File: config.mk
export PLATFORM = sky130hd
export DESIGN_NAME = cpu_prog_loader_flat
export DESIGN_NICKNAME = d
export VERILOG_FILES = /design/src/rtl/cpu_prog_loader_if.sv /design/src/rtl/cpu_prog_loader.sv /design/src/flat_wrapper.sv
export SDC_FILE = /design/constraint.sdc
export NUM_CORES = 1
export LEC_CHECK = 0
export BUFFER_PORTS_ARGS = -buffer_cell sky130_fd_sc_hd__clkbuf_2
export CELL_PAD_IN_SITES_DETAIL_PLACEMENT = 0
export CELL_PAD_IN_SITES_GLOBAL_PLACEMENT = 1
export CORE_MARGIN = 3
export CORE_UTILIZATION = 25
export DETAILED_ROUTE_END_ITERATION = 6
export HOLD_SLACK_MARGIN = 0.1
export PLACE_DENSITY_LB_ADDON = 0.25
export SYNTH_ARGS = -nofsm -noshare
export SYNTH_HDL_FRONTEND = slang
export SYNTH_SLANG_ARGS = --single-unit
File: constraint.sdc
create_clock -name CLK -period 2.5 [get_ports CLK]
set_clock_uncertainty 0.1 [all_clocks]
set_input_delay 0.25 -clock CLK [delete_from_list [all_inputs] [get_ports CLK]]
set_output_delay 0.25 -clock CLK [all_outputs]
set_load 0.02 [all_outputs]
File: src/rtl/cpu_prog_loader_if.sv
// Program-stream and memory-write bus between the host/debug port, the loader and CPU memory.
// The master drives program words in and observes the resulting memory writes.
interface cpu_prog_loader_if #(
  parameter int AWIDTH = 5,
  parameter int DWIDTH = 8
);
  logic [DWIDTH-1:0] in_data;
  logic              in_valid;
  logic              in_ready;
  logic              mem_we;
  logic [AWIDTH-1:0] mem_addr;
  logic [DWIDTH-1:0] mem_data;

  modport master (
    output in_data, in_valid,
    input  in_ready, mem_we, mem_addr, mem_data
  );

  modport slave (
    input  in_data, in_valid,
    output in_ready, mem_we, mem_addr, mem_data
  );
endinterface

File: src/rtl/cpu_prog_loader.sv
// Loads a program image into CPU memory with the CPU held in reset, releases it,
// then captures the halt PC and a pass/fail/timeout verdict.
module cpu_prog_loader #(
  parameter int AWIDTH     = 5,
  parameter int DWIDTH     = 8,
  parameter int DEPTH      = 32,
  parameter int RST_CYCLES = 2,
  parameter int MAX_CYCLES = 1024
) (
  input  logic              CLK,
  input  logic              RST,
  input  logic              start,
  input  logic [AWIDTH-1:0] expected_pc,
  cpu_prog_loader_if.slave  bus,
  output logic              cpu_rst,
  input  logic              halt,
  input  logic [AWIDTH-1:0] pc,
  output logic              busy,
  output logic              done,
  output logic              pass,
  output logic              timeout,
  output logic [AWIDTH-1:0] halt_pc
);

  localparam int CW  = (DEPTH > 1)      ? $clog2(DEPTH)      : 1;
  localparam int RCW = (RST_CYCLES > 1) ? $clog2(RST_CYCLES) : 1;
  localparam int RW  = (MAX_CYCLES > 1) ? $clog2(MAX_CYCLES) : 1;

  localparam logic [CW-1:0]  CNT_LAST = CW'(DEPTH - 1);
  localparam logic [RCW-1:0] RST_LAST = RCW'(RST_CYCLES - 1);
  localparam logic [RW-1:0]  RUN_LAST = RW'(MAX_CYCLES - 1);

  typedef enum logic [2:0] {
    S_IDLE,
    S_LOAD,
    S_CPURST,
    S_RUN,
    S_DONE
  } state_t;

  state_t            state_q, state_d;
  logic [CW-1:0]     cnt_q, cnt_d;
  logic [RCW-1:0]    rst_cnt_q, rst_cnt_d;
  logic [RW-1:0]     run_cnt_q, run_cnt_d;
  logic [AWIDTH-1:0] exp_q, exp_d;
  logic              halt_hist_q, halt_hist_d;
  logic              mem_we_q, mem_we_d;
  logic [AWIDTH-1:0] mem_addr_q, mem_addr_d;
  logic [DWIDTH-1:0] mem_data_q, mem_data_d;
  logic              done_q, done_d;
  logic              pass_q, pass_d;
  logic              timeout_q, timeout_d;
  logic [AWIDTH-1:0] halt_pc_q, halt_pc_d;

  logic in_ready;
  logic xfer;
  logic halt_evt;

  // in_ready depends on state alone so the upstream valid never loops back combinationally
  assign in_ready = (state_q == S_LOAD);
  assign xfer     = in_ready & bus.in_valid;
  assign halt_evt = (state_q == S_RUN) & halt & ~halt_hist_q;

  always_comb begin
    state_d     = state_q;
    cnt_d       = cnt_q;
    rst_cnt_d   = rst_cnt_q;
    run_cnt_d   = run_cnt_q;
    exp_d       = exp_q;
    mem_we_d    = 1'b0;
    mem_addr_d  = mem_addr_q;
    mem_data_d  = mem_data_q;
    done_d      = done_q;
    pass_d      = pass_q;
    timeout_d   = timeout_q;
    halt_pc_d   = halt_pc_q;
    // History pinned high outside RUN so a halt already asserted at release is not an event
    halt_hist_d = (state_q == S_RUN) ? halt : 1'b1;

    case (state_q)
      S_IDLE, S_DONE: begin
        if (start) begin
          state_d   = S_LOAD;
          done_d    = 1'b0;
          pass_d    = 1'b0;
          timeout_d = 1'b0;
          exp_d     = expected_pc;
          cnt_d     = '0;
          rst_cnt_d = '0;
        end
      end
      S_LOAD: begin
        if (xfer) begin
          mem_we_d   = 1'b1;
          mem_addr_d = AWIDTH'(cnt_q);
          mem_data_d = bus.in_data;
          if (cnt_q == CNT_LAST) begin
            state_d   = S_CPURST;
            rst_cnt_d = '0;
          end else begin
            cnt_d = cnt_q + CW'(1);
          end
        end
      end
      S_CPURST: begin
        run_cnt_d = '0;
        if (rst_cnt_q == RST_LAST) begin
          state_d = S_RUN;
        end else begin
          rst_cnt_d = rst_cnt_q + RCW'(1);
        end
      end
      S_RUN: begin
        // A halt on the final run cycle takes priority over the timeout
        if (halt_evt) begin
          halt_pc_d = pc;
          pass_d    = (pc == exp_q);
          timeout_d = 1'b0;
          done_d    = 1'b1;
          state_d   = S_DONE;
        end else if (run_cnt_q == RUN_LAST) begin
          halt_pc_d = pc;
          pass_d    = 1'b0;
          timeout_d = 1'b1;
          done_d    = 1'b1;
          state_d   = S_DONE;
        end else begin
          run_cnt_d = run_cnt_q + RW'(1);
        end
      end
      default: state_d = S_IDLE;
    endcase
  end

  always_ff @(posedge CLK or posedge RST) begin
    if (RST) begin
      state_q     <= S_IDLE;
      cnt_q       <= '0;
      rst_cnt_q   <= '0;
      run_cnt_q   <= '0;
      exp_q       <= '0;
      halt_hist_q <= 1'b1;
      mem_we_q    <= 1'b0;
      mem_addr_q  <= '0;
      mem_data_q  <= '0;
      done_q      <= 1'b0;
      pass_q      <= 1'b0;
      timeout_q   <= 1'b0;
      halt_pc_q   <= '0;
    end else begin
      state_q     <= state_d;
      cnt_q       <= cnt_d;
      rst_cnt_q   <= rst_cnt_d;
      run_cnt_q   <= run_cnt_d;
      exp_q       <= exp_d;
      halt_hist_q <= halt_hist_d;
      mem_we_q    <= mem_we_d;
      mem_addr_q  <= mem_addr_d;
      mem_data_q  <= mem_data_d;
      done_q      <= done_d;
      pass_q      <= pass_d;
      timeout_q   <= timeout_d;
      halt_pc_q   <= halt_pc_d;
    end
  end

  assign bus.in_ready = in_ready;
  assign bus.mem_we   = mem_we_q;
  assign bus.mem_addr = mem_addr_q;
  assign bus.mem_data = mem_data_q;

  // The CPU runs only in RUN; reset state decodes to IDLE so cpu_rst asserts asynchronously
  assign cpu_rst = (state_q != S_RUN);
  assign busy    = (state_q == S_LOAD) || (state_q == S_CPURST) || (state_q == S_RUN);
  assign done    = done_q;
  assign pass    = pass_q;
  assign timeout = timeout_q;
  assign halt_pc = halt_pc_q;

endmodule

File: src/flat_wrapper.sv
// flat-port wrapper written by rule: the top's interface ports become plain ports
module cpu_prog_loader_flat 
#(
  parameter int AWIDTH     = 5,
  parameter int DWIDTH     = 8,
  parameter int DEPTH      = 32,
  parameter int RST_CYCLES = 2,
  parameter int MAX_CYCLES = 1024
)
  (CLK, RST, start, expected_pc, cpu_rst, halt, pc, busy, done, pass, timeout, halt_pc, bus_in_data, bus_in_valid, bus_in_ready, bus_mem_we, bus_mem_addr, bus_mem_data);
  cpu_prog_loader_if #(.AWIDTH(AWIDTH), .DWIDTH(DWIDTH)) bus_i ();
  input  logic CLK;
  input  logic RST;
  input  logic start;
  input  logic [AWIDTH-1:0] expected_pc;
  output logic cpu_rst;
  input  logic halt;
  input  logic [AWIDTH-1:0] pc;
  output logic busy;
  output logic done;
  output logic pass;
  output logic timeout;
  output logic [AWIDTH-1:0] halt_pc;
  input wire logic [$bits(bus_i.in_data)-1:0] bus_in_data;
  input wire logic [$bits(bus_i.in_valid)-1:0] bus_in_valid;
  output wire logic [$bits(bus_i.in_ready)-1:0] bus_in_ready;
  output wire logic [$bits(bus_i.mem_we)-1:0] bus_mem_we;
  output wire logic [$bits(bus_i.mem_addr)-1:0] bus_mem_addr;
  output wire logic [$bits(bus_i.mem_data)-1:0] bus_mem_data;
  assign bus_i.in_data = bus_in_data;
  assign bus_i.in_valid = bus_in_valid;
  assign bus_in_ready = bus_i.in_ready;
  assign bus_mem_we = bus_i.mem_we;
  assign bus_mem_addr = bus_i.mem_addr;
  assign bus_mem_data = bus_i.mem_data;
  cpu_prog_loader #(.AWIDTH(AWIDTH), .DWIDTH(DWIDTH), .DEPTH(DEPTH), .RST_CYCLES(RST_CYCLES), .MAX_CYCLES(MAX_CYCLES)) u_core (.CLK(CLK), .RST(RST), .start(start), .expected_pc(expected_pc), .bus(bus_i), .cpu_rst(cpu_rst), .halt(halt), .pc(pc), .busy(busy), .done(done), .pass(pass), .timeout(timeout), .halt_pc(halt_pc));
endmodule
---- Word-level counts from Yosys, hierarchy flattened ----
Index checks and enable logic that the tools add are counted.
operators by class
  bitwise logic cells ..................... 4
  equal/unequal tests ..................... 16
  reduce and logical (&&, ||, !) cells .... 17
  $lt $le $gt $ge ......................... 0
  div/mod/pow operators ................... 0
  mux-type cells .......................... 32
  shift operators ......................... 0
  multipliers ............................. 0
  $add $sub $neg .......................... 3
operator list
  operator                 number
  $mux W5                  5
  $mux W10                 2
  $pmux W10 S2             1
  $mux W3                  6
  $mux W1                  12
  $ne A2 B2 Y1 const B     6
  $pmux W3 S4              1
  $add A10 B1 Y10 const B  1
  $eq A10 B10 Y1 const B   1
  $pmux W5 S2              1
  $reduce_and A4 Y1        2
  $reduce_bool A2 Y1       4
  $eq A3 B2 Y1 const B     2
  $ne A3 B2 Y1 const B     2
  $pmux W1 S2              3
  $reduce_and A2 Y1        3
  $reduce_and A3 Y1        2
  $add A5 B1 Y5 const B    1
  $eq A5 B5 Y1             1
  $eq A5 B5 Y1 const B     1
  $reduce_and A5 Y1        1
  $and A1 B1 Y1            3
  $eq A3 B1 Y1 const B     1
  $eq A3 B3 Y1 const B     1
  other kinds (8)          9
storage, ports and cells
  memory bits (writable) .................. 0
  memories kept ........................... 0
  ROM bits ................................ 0
  logic and storage cells ................. 85
  register bits ........................... 47
  latch bits .............................. 0

---- Longest topological paths before layout ----
Gate-level depths: netlist of the first run.
  depth after elaboration ................. 5
  mapped depth ............................ 8
  depth with buffers taken out ............ 8

---- Least setup slack after synthesis of the first run ----
No wires, ideal clock.
  kind .................................... register to register
  from .................................... register u_core.cnt_q[0] (netlist name)
  to ...................................... register u_core.run_cnt_q[7]
  slack ................................... 172 ps
  stages on the path, launching flop included .. 9
  path buffers ............................ 0
  arrival ................................. 2,102 ps
  cells stage by stage .................... dfrtp_1 ha_1 and3_1 ha_1 nand2b_1 o32a_1 o311a_4 o211a_1 a221o_1
RTL lines
  what                    line                    RTL
  end signal: assignment  cpu_prog_loader.sv:154  run_cnt_q <= run_cnt_d;
  end: declaration        cpu_prog_loader.sv:44   logic [RW-1:0] run_cnt_q, run_cnt_d;

==> qor.yml, run 1 <==
setup_path:
  crit_family: "compound AO/OA/AOI/OAI gates"
  crit_fanout: 7
  max_stage_delay_ns: 0.42
  start_kind: "flop"
  cp_num_buf_inv: 0
  cpMaxStageDelayCell: "dfrtp_1"
  crit_top_cell: "ha_2"
  cp.required_ns: 2.58
  cp.arrival_ns: 2.49
  end_kind: "flop"
  crit_chain: "ha_2 -> and3_1 -> ha_2 -> nand2b_4 -> o32a_1 -> o311a_4 -> o211a_1 -> a221o_1"
  crit_type: "flop to flop"
cts:
  insertion_delay_ns: 0.30
  cts.clk_slew.worst_paths_ns: 0.10
  clockRootBuffer: "clkbuf_8"
  cts_max_path_buffers: 2
  cts_sinks: 47
  cts_tree: "done"
  numCtsBuffers: 5
  htreeDepth: 2
timing:
  fmax_mhz: 415
  post-route-period-util_pct: 96.5
  holdWs_ns: 0.113
  rsz0062_at_grt: "true"
  worst_slew_pin_slew_ns: 0.623
  finalMaxSlewViolations: 0
  min_period_ns: 2.41
  hold_violations: 0
  relSlewSlack_pct: 58.5
  finalSetupViolCount: 0
layout:
  area_delta_synth_final_pct: 29.9
  final_cell_mix: "47 x clkbuf_2, 46 x dfrtp_1, 24 x mux2_2, 17 x dlygate4sd3_1"
  final_common_cell: "clkbuf_2"
  fill_cells: 928
  final_nets: 306
  n_antenna_cell: 0
  multi_input_comb_area_sq_um: 1060
  regArea_sq_um: 1180
  fin_util_pct: 33.9
  drive_gt1_share_pct: 37.0
global_routing:
  antenna_found_initial: 0
  grt_usage_pct: 10.8
  grt_max_degree: 48
  grt_pass1_vias: 1761
  grt_pass1_wl_um: 8920
  grt_overflow: 0
routing:
  vias_per_cell: 4.66
  ant_nets: 0
  drt-initial-drc-count: 55
  firstDrtPassIters: 4
  routed_wl_um: 5320
  post-route-drc-count: 0
  drt-wirelength-per-cell_um: 13.7
  route.vias.total: 1812
floorplanning:
  fp-row-count: 34
  core_sq_um: 8850
  chipWidth_um: 102
  die_area_sq_um: 10400
  fp.dieH_um: 102
  initial_core_util_pct: 26.1
  io_pins: 48
logic_synthesis:
  synthArstFlopShare_pct: 100
  ys_seq_area_share_pct: 51.0
  synth_area_per_cell_sq_um: 11.2
  synth_ff_type: "dfrtp_1"
  ys_ff_latch: 47
  syn-instance-count: 206
  synth_warnings: 0
  ys_types: 49
  synth_area_sq_um: 2310
  synth_enable_flop_cells: 0
  synth.net_count: 232
pwr:
  peakVddDrop_mv: 0.359
  fin_total_pwr_mw: 3.21
  p_leak_nw: 1.38
  p_per_area_nw_per_um2: 1070
run_status:
  status: "finished, final reports clean"
place:
  dp_hpwl_um: 3780
  gp_congestion: 0.756
  port_buffers: 47
hold_path:
  hold_class: "primary input to flop"
job:
  timing.max_cap.violations: 0
-- where the power goes --
part	total, mW	internal [mW]	switching, mW
Sequential	1.21	1.03	0.179
Clock	0.481	0.203	0.279
Combinational	1.52	0.679	0.843
Total	3.21	1.91	1.30
-- flip-flops by register name (all words and copies together) (netlist names), 3 cells and up --
signal               count
u_core.state_q           3
u_core.run_cnt_q        10
u_core.exp_q             5
u_core.bus.mem_data      8
u_core.cnt_q             5
u_core.bus.mem_addr      5
u_core.halt_pc           5
-- cell usage after synthesis, drive strengths merged (2+ instances only) --
master	count	area share [%]
dfrtp	46	50
mux2	24	12
nand2	13	2.1
nor2	13	2.1
a21oi	9	2.0
o21ai	9	2.0
inv	8	1.4
and3	5	1.4
buf	5	1.6
clkbuf	5	0.81
nand2b	5	1.4
nand4	5	1.4
o211ai	5	1.6
xor2	5	1.9
a31oi	4	1.1
nand3	4	0.87
ha	3	1.6
nor2b	3	0.81
nor3	3	0.87
nor3b	3	1.2
nor4b	3	1.4
xnor2	3	1.1
a22o	2	0.76
nand4b	2	0.76
-- final cells by class --
type                            instances  share of cell area (%)
Inverter                                8                    1.08
Tap cell                              108                    4.50
Sequential cell                        47                    39.2
Timing Repair Buffer                   77                    16.8
Clock inverter                          3                   0.751
Multi-Input combinational cell        141                    35.4
Clock buffer                            5                    2.29
-- cell families (layout without fill, tap and decap cells) --
family / after synthesis / count (layout) / share of synthesized area, %
AOI/OAI and AO/OA: 43 / 43 / 13.4
xor gates and xnor gates: 8 / 8 / 3.03
adders and majority gates: 3 / 3 / 1.63
buffers and inverters: 18 / 93 / 3.85
DFF: 47 / 47 / 51.0
muxes: 24 / 24 / 11.7
and+or+nand+nor: 63 / 63 / 15.4
-- per-stage QoR --
step	cells	setup WS, ns	setup TNS [ns]	area [sq um]
floorplan	206	0.172	0	2310
global placement	363	0.109	0	2710
detailed placement	363	0.0680	0	2710
CTS	388	0.0440	0	2980
global route	389	-0.00407	-0.00407	3000
finish	389	0.0881	0	3000
-- worst paths after layout --
| path | cells after the start | slack [ns] | from | endpoint |
|---|---|---|---|---|
| max in group asynchronous | 4 | 1.33 | RST | u_core.run_cnt_q[7] |
| min in group asynchronous | 4 | 0.55 | RST | u_core.bus.mem_data[7] |
| worst min-delay path | 2 | 0.11 | pc[4] | u_core.halt_pc[4] |
| worst max-delay path | 8 | 0.09 | u_core.cnt_q[1] | u_core.run_cnt_q[7] |
| worst max register to register | 8 | 0.09 | u_core.cnt_q[1] | u_core.run_cnt_q[7] |
| worst min register to register | 1 | 0.41 | u_core.bus.mem_data[5] | u_core.bus.mem_data[5] |
-- per-layer routing --
metal  GRT usage, %  routed length (um)
met4           3.03                  50
met1           14.6                2580
met2           17.4                2510
met3           2.39                 170
met5              0                   0
-- timing repair --
action,4_1_cts,5_1_grt
hold endpoints to repair,62,0
hold buffers,17,0
endpoints found under the setup margin,0,5
gates resized for setup,0,4
setup buffers,0,1
-- worst reg2reg max path, delay by kind of cell, from the launching register on --
family,cells,cell delay [ns]
fa+ha+maj,2,0.37
compound gates,4,1.09
flops,1,0.42
simple gates,2,0.32
(Power assumes the default switching activity.)
==> run 2, diff against run 1 <==
--- a/config.mk
+++ b/config.mk
@@ -10,8 +10,9 @@
 export CELL_PAD_IN_SITES_GLOBAL_PLACEMENT = 1
 export CORE_MARGIN = 3
 export CORE_UTILIZATION = 25
+export CTS_CLUSTER_DIAMETER = 100
 export DETAILED_ROUTE_END_ITERATION = 6
-export HOLD_SLACK_MARGIN = 0.1
+export HOLD_SLACK_MARGIN = 0.12
 export PLACE_DENSITY_LB_ADDON = 0.25
 export SYNTH_ARGS = -nofsm -noshare
 export SYNTH_HDL_FRONTEND = slang
==> qor.yml, run 2 (synthesis results as in run 1) <==
global_routing:
  antenna_found_initial: 0  # unchanged
  grt_usage_pct: 10.9  # +0.057 points
  gr-usage-met3_pct: 2.39  # unchanged
  grt_max_degree: 48  # unchanged
  grt_overflow: 0  # unchanged
  met2_usage_pct: 17.7  # +0.25 points
  grt-busiest-layer: "met2"
  grtUsageMet1_pct: 14.6  # -0.042 points
  grt_pass1_vias: 1781  # +1.1%
  grt_pass1_wl_um: 8970  # +0.55%
setup_path:
  reg2reg_from: "u_core.cnt_q[1]"
  reg2reg_to: "u_core.run_cnt_q[7]"
  regToRegSetupSlack_ns: 0.09  # about the same
  crit_fanout: 7  # unchanged
  crit_type: "flop to flop"
  start_kind: "flop"
  cp-endpoint: "u_core.run_cnt_q[7]"
  cp.required_ns: 2.58  # about the same
  reg2reg_depth: 8  # unchanged
  end_kind: "flop"
  critPathLaunch: "u_core.cnt_q[1]"
  cp.arrival_ns: 2.49  # about the same
cts:
  numCtsBuffers: 5  # unchanged
  cts.clk_slew.worst_paths_ns: 0.10  # about the same
  cts_tree: "done"
  insertion_delay_ns: 0.30  # about the same
  cts_sinks: 47  # unchanged
  clockRootBuffer: "clkbuf_8"
  htreeDepth: 2  # unchanged
  cts_max_path_buffers: 2  # unchanged
routing:
  vias_per_cell: 4.65  # -0.22%
  routed_wl_um: 5330  # +0.32%
  ant_nets: 0  # unchanged
  drt-wirelength-per-cell_um: 13.6  # -0.45%
  post-route-drc-count: 0  # unchanged
  firstDrtPassIters: 4  # unchanged
  route.vias.total: 1822  # +0.55%
  drt-initial-drc-count: 59  # +7.3%
floorplanning:
  fp.dieH_um: 102  # unchanged
  io_pins: 48  # unchanged
  fp-row-count: 34  # unchanged
  initial_core_util_pct: 26.1  # unchanged
  chipWidth_um: 102  # unchanged
  core_sq_um: 8850  # unchanged
  die_area_sq_um: 10400  # unchanged
pwr:
  pwr-share-seq_pct: 37.6  # about the same
  p_switching_mw: 1.30  # about the same
  peakVddDrop_mv: 0.359  # about the same
  fin_total_pwr_mw: 3.21  # about the same
  p_leak_nw: 1.40  # +0.91%
  swShare_pct: 40.5  # -0.059 points
  p_per_area_nw_per_um2: 1060  # -0.93%
  p_int_mw: 1.91  # +0.16%
  pwr-share-comb_pct: 47.5  # about the same
  p_clk_share_pct: 14.9  # about the same
layout:
  largest_reg_flops: 10  # unchanged
  final_cell_mix: "47 x clkbuf_2, 46 x dfrtp_1, 24 x mux2_2, 20 x dlygate4sd3_1"
  fin_util_pct: 34.2  # +0.34 points
  drive_gt1_share_pct: 36.6  # -0.39 points
  n_antenna_cell: 0  # unchanged
  area_delta_synth_final_pct: 31.2
  finalInstanceArea_sq_um: 3030  # +1.0%
  final_nets: 309  # +0.98%
  top_register: "u_core.run_cnt_q"
  final_common_cell: "clkbuf_2"
timing:
  min_period_ns: 2.41  # -0.00314 ns
  relSlewSlack_pct: 59.4  # +0.93 points
  worst_slew_pin_slew_ns: 0.608  # -0.0152 ns
  finalMaxSlewViolations: 0  # unchanged
  fmax_mhz: 415  # +0.13%
  finalSetupViolCount: 0  # unchanged
  post-route-period-util_pct: 96.3  # -0.13 points
  hold_violations: 0  # unchanged
  rsz0062_at_grt: "true"
  setup_ws_ns: 0.0913  # +0.00314 ns
hold_path:
  hold_class: "primary input to flop"
  holdPathStages: 5  # +3
place:
  gp_congestion: 0.756  # unchanged
  dp_hpwl_um: 3780  # unchanged
  port_buffers: 47  # unchanged
  pre_cts_ws_ns: 0.0680  # unchanged
  dpl-instance-area_sq_um: 2710  # unchanged
job:
  timing.max_cap.violations: 0  # unchanged
run_status:
  status: "finished, final reports clean"
run 2: final cells by class:
class / count / area [sq um]
Clock inverter: 3 / 22.5
Multi-Input combinational cell: 141 / 1060
Fill cell: 921 / 5820
Inverter: 8 / 32.5
Clock buffer: 5 / 68.8
Tap cell: 108 / 135
Sequential cell: 47 / 1180
Timing Repair Buffer: 80 / 533
run 2: worst min-delay path by stage:
stage / start / to / slack (ns)
2_1_floorplan: halt / u_core.halt_hist_q / 0.26
3_3_place_gp: RST / u_core.bus.mem_data[7] / 0.35
3_5_place_dp: RST / u_core.bus.mem_data[7] / 0.34
4_1_cts: start / u_core.cnt_q[4] / 0.36
5_1_grt: start / u_core.cnt_q[2] / 0.41
6_report: start / u_core.cnt_q[4] / 0.37
run 2: power by group through the flow:
stage / Sequential, mW / Combinational (mW) / Clock [mW]
global placement: 1.21 / 1.50 / 0
finish: 1.21 / 1.53 / 0.479
detailed placement: 1.22 / 1.50 / 0
CTS: 1.21 / 1.53 / 0.511
floorplan: 1.35 / 0.906 / 0
global route: 1.24 / 1.71 / 0.539
run 2: repair_timing:
item | 4_1_cts | 5_1_grt
hold endpoints to repair | 65 | 0
setup endpoints to repair | 0 | 5
resized for setup | 0 | 4
hold buffers | 20 | 0
buffers inserted | 0 | 1
run 2: stage by stage:
stage                     std cells  setup TNS (ns)  hold slack [ns]
after floorplan                 206               0            0.260
after global placement          363               0            0.350
after detailed placement        363               0            0.344
after CTS                       391               0            0.364
after global routing            392        -0.00407            0.406
final                           392               0            0.370
run 2: critical path, cell delays in order (launching register included):
cell      delay (ns)
dfrtp_1         0.42
ha_2            0.18
and3_1          0.18
ha_2            0.19
nand2b_4        0.14
o32a_1          0.42
o311a_4         0.19
o211a_1         0.23
a221o_1         0.25
run 2: routing by layer:
| metal | vias up | share of wire, % | routed length [um] |
|---|---|---|---|
| met2 | 29 | 48 | 2540 |
| met5 | - | 0 | 0 |
| li1 | 902 | - | - |
| met4 | 0 | 0.94 | 50 |
| met1 | 889 | 48 | 2550 |
| met3 | 2 | 3.5 | 186 |
==> run 3, diff against run 2 <==
--- a/config.mk
+++ b/config.mk
@@ -9,7 +9,7 @@
 export CELL_PAD_IN_SITES_DETAIL_PLACEMENT = 0
 export CELL_PAD_IN_SITES_GLOBAL_PLACEMENT = 1
 export CORE_MARGIN = 3
-export CORE_UTILIZATION = 25
+export CORE_UTILIZATION = 42
 export CTS_CLUSTER_DIAMETER = 100
 export DETAILED_ROUTE_END_ITERATION = 6
 export HOLD_SLACK_MARGIN = 0.12
==> qor.yml, run 3 (synthesis results as in run 1) <==
run_status:
  status: "finished, final reports clean"
cts:
  postCtsSetupBuffers: 0  # unchanged
  numCtsBuffers: 5  # unchanged
  cts_max_path_buffers: 2  # unchanged
  clockRootBuffer: "clkbuf_8"
  htreeDepth: 2  # unchanged
  cts_sinks: 47  # unchanged
  insertion_delay_ns: 0.30  # about the same
  cts.clk_slew.worst_paths_ns: 0.09  # about the same
  cts_tree: "done"
timing:
  hold_violations: 0  # unchanged
  finalSetupViolCount: 0  # unchanged
  worst_slew_pin_slew_ns: 0.590  # -0.0178 ns
  finalMaxSlewViolations: 0  # unchanged
  fin_setup_tns_ns: 0  # unchanged
  rsz0062_at_grt: "false"
  fmax_mhz: 414  # -0.29%
  setup_ws_ns: 0.0843  # -0.00700 ns
  post-route-period-util_pct: 96.6  # +0.28 points
  relSlewSlack_pct: 60.7  # +1.3 points
  holdWs_ns: 0.354  # -0.0165 ns
  min_period_ns: 2.42  # +0.00700 ns
routing:
  route.vias.total: 1826  # +0.22%
  post-route-drc-count: 0  # unchanged
  drt-initial-drc-count: 57  # -3.4%
  routed_wl_um: 4860  # -8.8%
  drt-wirelength-per-cell_um: 13.8  # +1.6%
  firstDrtPassIters: 4  # unchanged
  ant_nets: 0  # unchanged
  vias_per_cell: 5.19  # +12%
layout:
  area_delta_synth_final_pct: 28.3
  top_register: "u_core.run_cnt_q"
  final_common_cell: "clkbuf_2"
  final_nets: 307  # -0.65%
  n_antenna_cell: 0  # unchanged
  fill_cells: 469  # -49%
  final_cell_mix: "47 x clkbuf_2, 46 x dfrtp_1, 24 x mux2_2, 20 x dlygate4sd3_1"
  finalInstanceArea_sq_um: 2960  # -2.2%
  drive_gt1_share_pct: 35.8  # -0.80 points
  largest_reg_flops: 10  # unchanged
hold_path:
  hold_class: "primary input to flop"
  holdPathStages: 5  # unchanged
  min_to: "u_core.done"
  hold_path.startpoint: "start"
global_routing:
  grt_usage_pct: 16.8  # +5.9 points
  grt_pass1_wl_um: 8530  # -4.9%
  grtUsageMet1_pct: 21.7  # +7.1 points
  grt-busiest-layer: "met2"
  antenna_found_initial: 0  # unchanged
  grt_pass1_vias: 1867  # +4.8%
  grt_max_degree: 48  # unchanged
  met2_usage_pct: 27.5  # +9.8 points
  gr-usage-met3_pct: 4.26  # +1.9 points
  grt_overflow: 0  # unchanged
setup_path:
  crit_fanout: 7  # unchanged
  start_kind: "flop"
  max_stage_delay_ns: 0.43  # about the same
  cpMaxStageDelayCell: "o32a_1"
  regToRegSetupSlack_ns: 0.08  # about the same
  crit_family: "compound AO/OA/AOI/OAI gates"
  crit_chain: "ha_2 -> and3_1 -> ha_2 -> nand2b_4 -> o32a_1 -> o311a_4 -> o211a_1 -> a221o_1"
  crit_type: "flop to flop"
  end_kind: "flop"
  cp_num_buf_inv: 0  # unchanged
  reg2reg_to: "u_core.run_cnt_q[7]"
  critPathLaunch: "u_core.cnt_q[1]"
  reg2reg_from: "u_core.cnt_q[1]"
  crit_top_cell: "ha_2"
  cp.arrival_ns: 2.50  # about the same
  reg2reg_depth: 8  # unchanged
  cp.required_ns: 2.59  # about the same
floorplanning:
  initial_core_util_pct: 44.4  # +18 points
  core_sq_um: 5200  # -41%
  io_pins: 48  # unchanged
  fp-row-count: 26  # -24%
  fp.dieH_um: 80.2  # -22%
  die_area_sq_um: 6420  # -38%
  chipWidth_um: 80.2  # -22%
place:
  port_buffers: 47  # unchanged
  pre_cts_ws_ns: 0.0651  # -0.00295 ns
  dp_hpwl_um: 3390  # -10%
  dpl-instance-area_sq_um: 2660  # -2.0%
  gp_congestion: 0.814  # +7.7%
job:
  timing.max_cap.violations: 0  # unchanged
pwr:
  p_clk_share_pct: 14.8  # about the same
  p_switching_mw: 1.28  # -1.8%
  swShare_pct: 40.4  # -0.12 points
  p_leak_nw: 1.38  # -1.3%
  pwr-share-seq_pct: 39.2  # +1.6 points
  pwr-share-comb_pct: 46.1  # -1.4 points
  p_int_mw: 1.89  # -1.3%
  peakVddDrop_mv: 0.559  # +56%
  p_per_area_nw_per_um2: 1070  # +0.67%
run 3: cell count changes in the layout (fill, tap and decap cells not counted), sizes merged:
cell / before / now
clkinvlp: 0 / 2
buf: 13 / 11
inv: 10 / 9
clkinv: 1 / 0
run 3: worst max-delay path by stage:
| stage | to | slack [ns] | depth (start not counted) |
|---|---|---|---|
| 6_report | u_core.run_cnt_q[7] | 0.08 | 8 |
| 5_1_grt | u_core.run_cnt_q[7] | 0.004 | 8 |
| 4_1_cts | u_core.run_cnt_q[7] | 0.04 | 8 |
| 3_5_place_dp | u_core.run_cnt_q[7] | 0.07 | 8 |
| 3_3_place_gp | u_core.run_cnt_q[7] | 0.1 | 8 |
| 2_1_floorplan | u_core.run_cnt_q[7] | 0.17 | 8 |
run 3: repair_timing:
action,CTS,global route
endpoints found under the setup margin,0,1
hold buffers,20,0
hold endpoints to repair,65,0
resized for setup,0,3
run 3: cell type report:
cell class	instances	area [sq um]	area share (%)
Sequential cell	47	1180	39.7
Multi-Input combinational cell	141	1060	35.6
Clock inverter	3	23.8	0.802
Timing Repair Buffer	78	518	17.5
Inverter	8	32.5	1.10
Tap cell	70	87.6	2.95
Clock buffer	5	68.8	2.32
run 3: metrics by stage:
step,power (mW),std cells,utilization (%)
2_1_floorplan,2.26,206,-
4_1_cts,3.19,352,56.7
3_3_place_gp,2.66,324,51.1
6_report,3.16,352,56.9
5_1_grt,3.42,352,56.9
3_5_place_dp,2.68,324,51.1
run 3: routing by layer:
layer	vias to the layer above	wire (um)	share of wire [%]
li1	901	-	-
met1	880	2180	45
met2	41	2410	50
met3	4	228	4.7
met4	0	44	0.90
met5	-	0	0
run 3: tightest hold or removal path: cells and delay by family:
family,cells,cell delay (ns)
buffers and inverters,3,0.32
AOI/OAI and AO/OA,1,0.05
and+or+nand+nor,1,0.10
run 3: power groups by stage:
stage          combinational, mW  clock [mW]  sequential [mW]
2_1_floorplan              0.906           0             1.35
3_3_place_gp                1.42           0             1.24
3_5_place_dp                1.43           0             1.25
4_1_cts                     1.46       0.492             1.23
5_1_grt                     1.61       0.520             1.29
6_report                    1.46       0.467             1.24
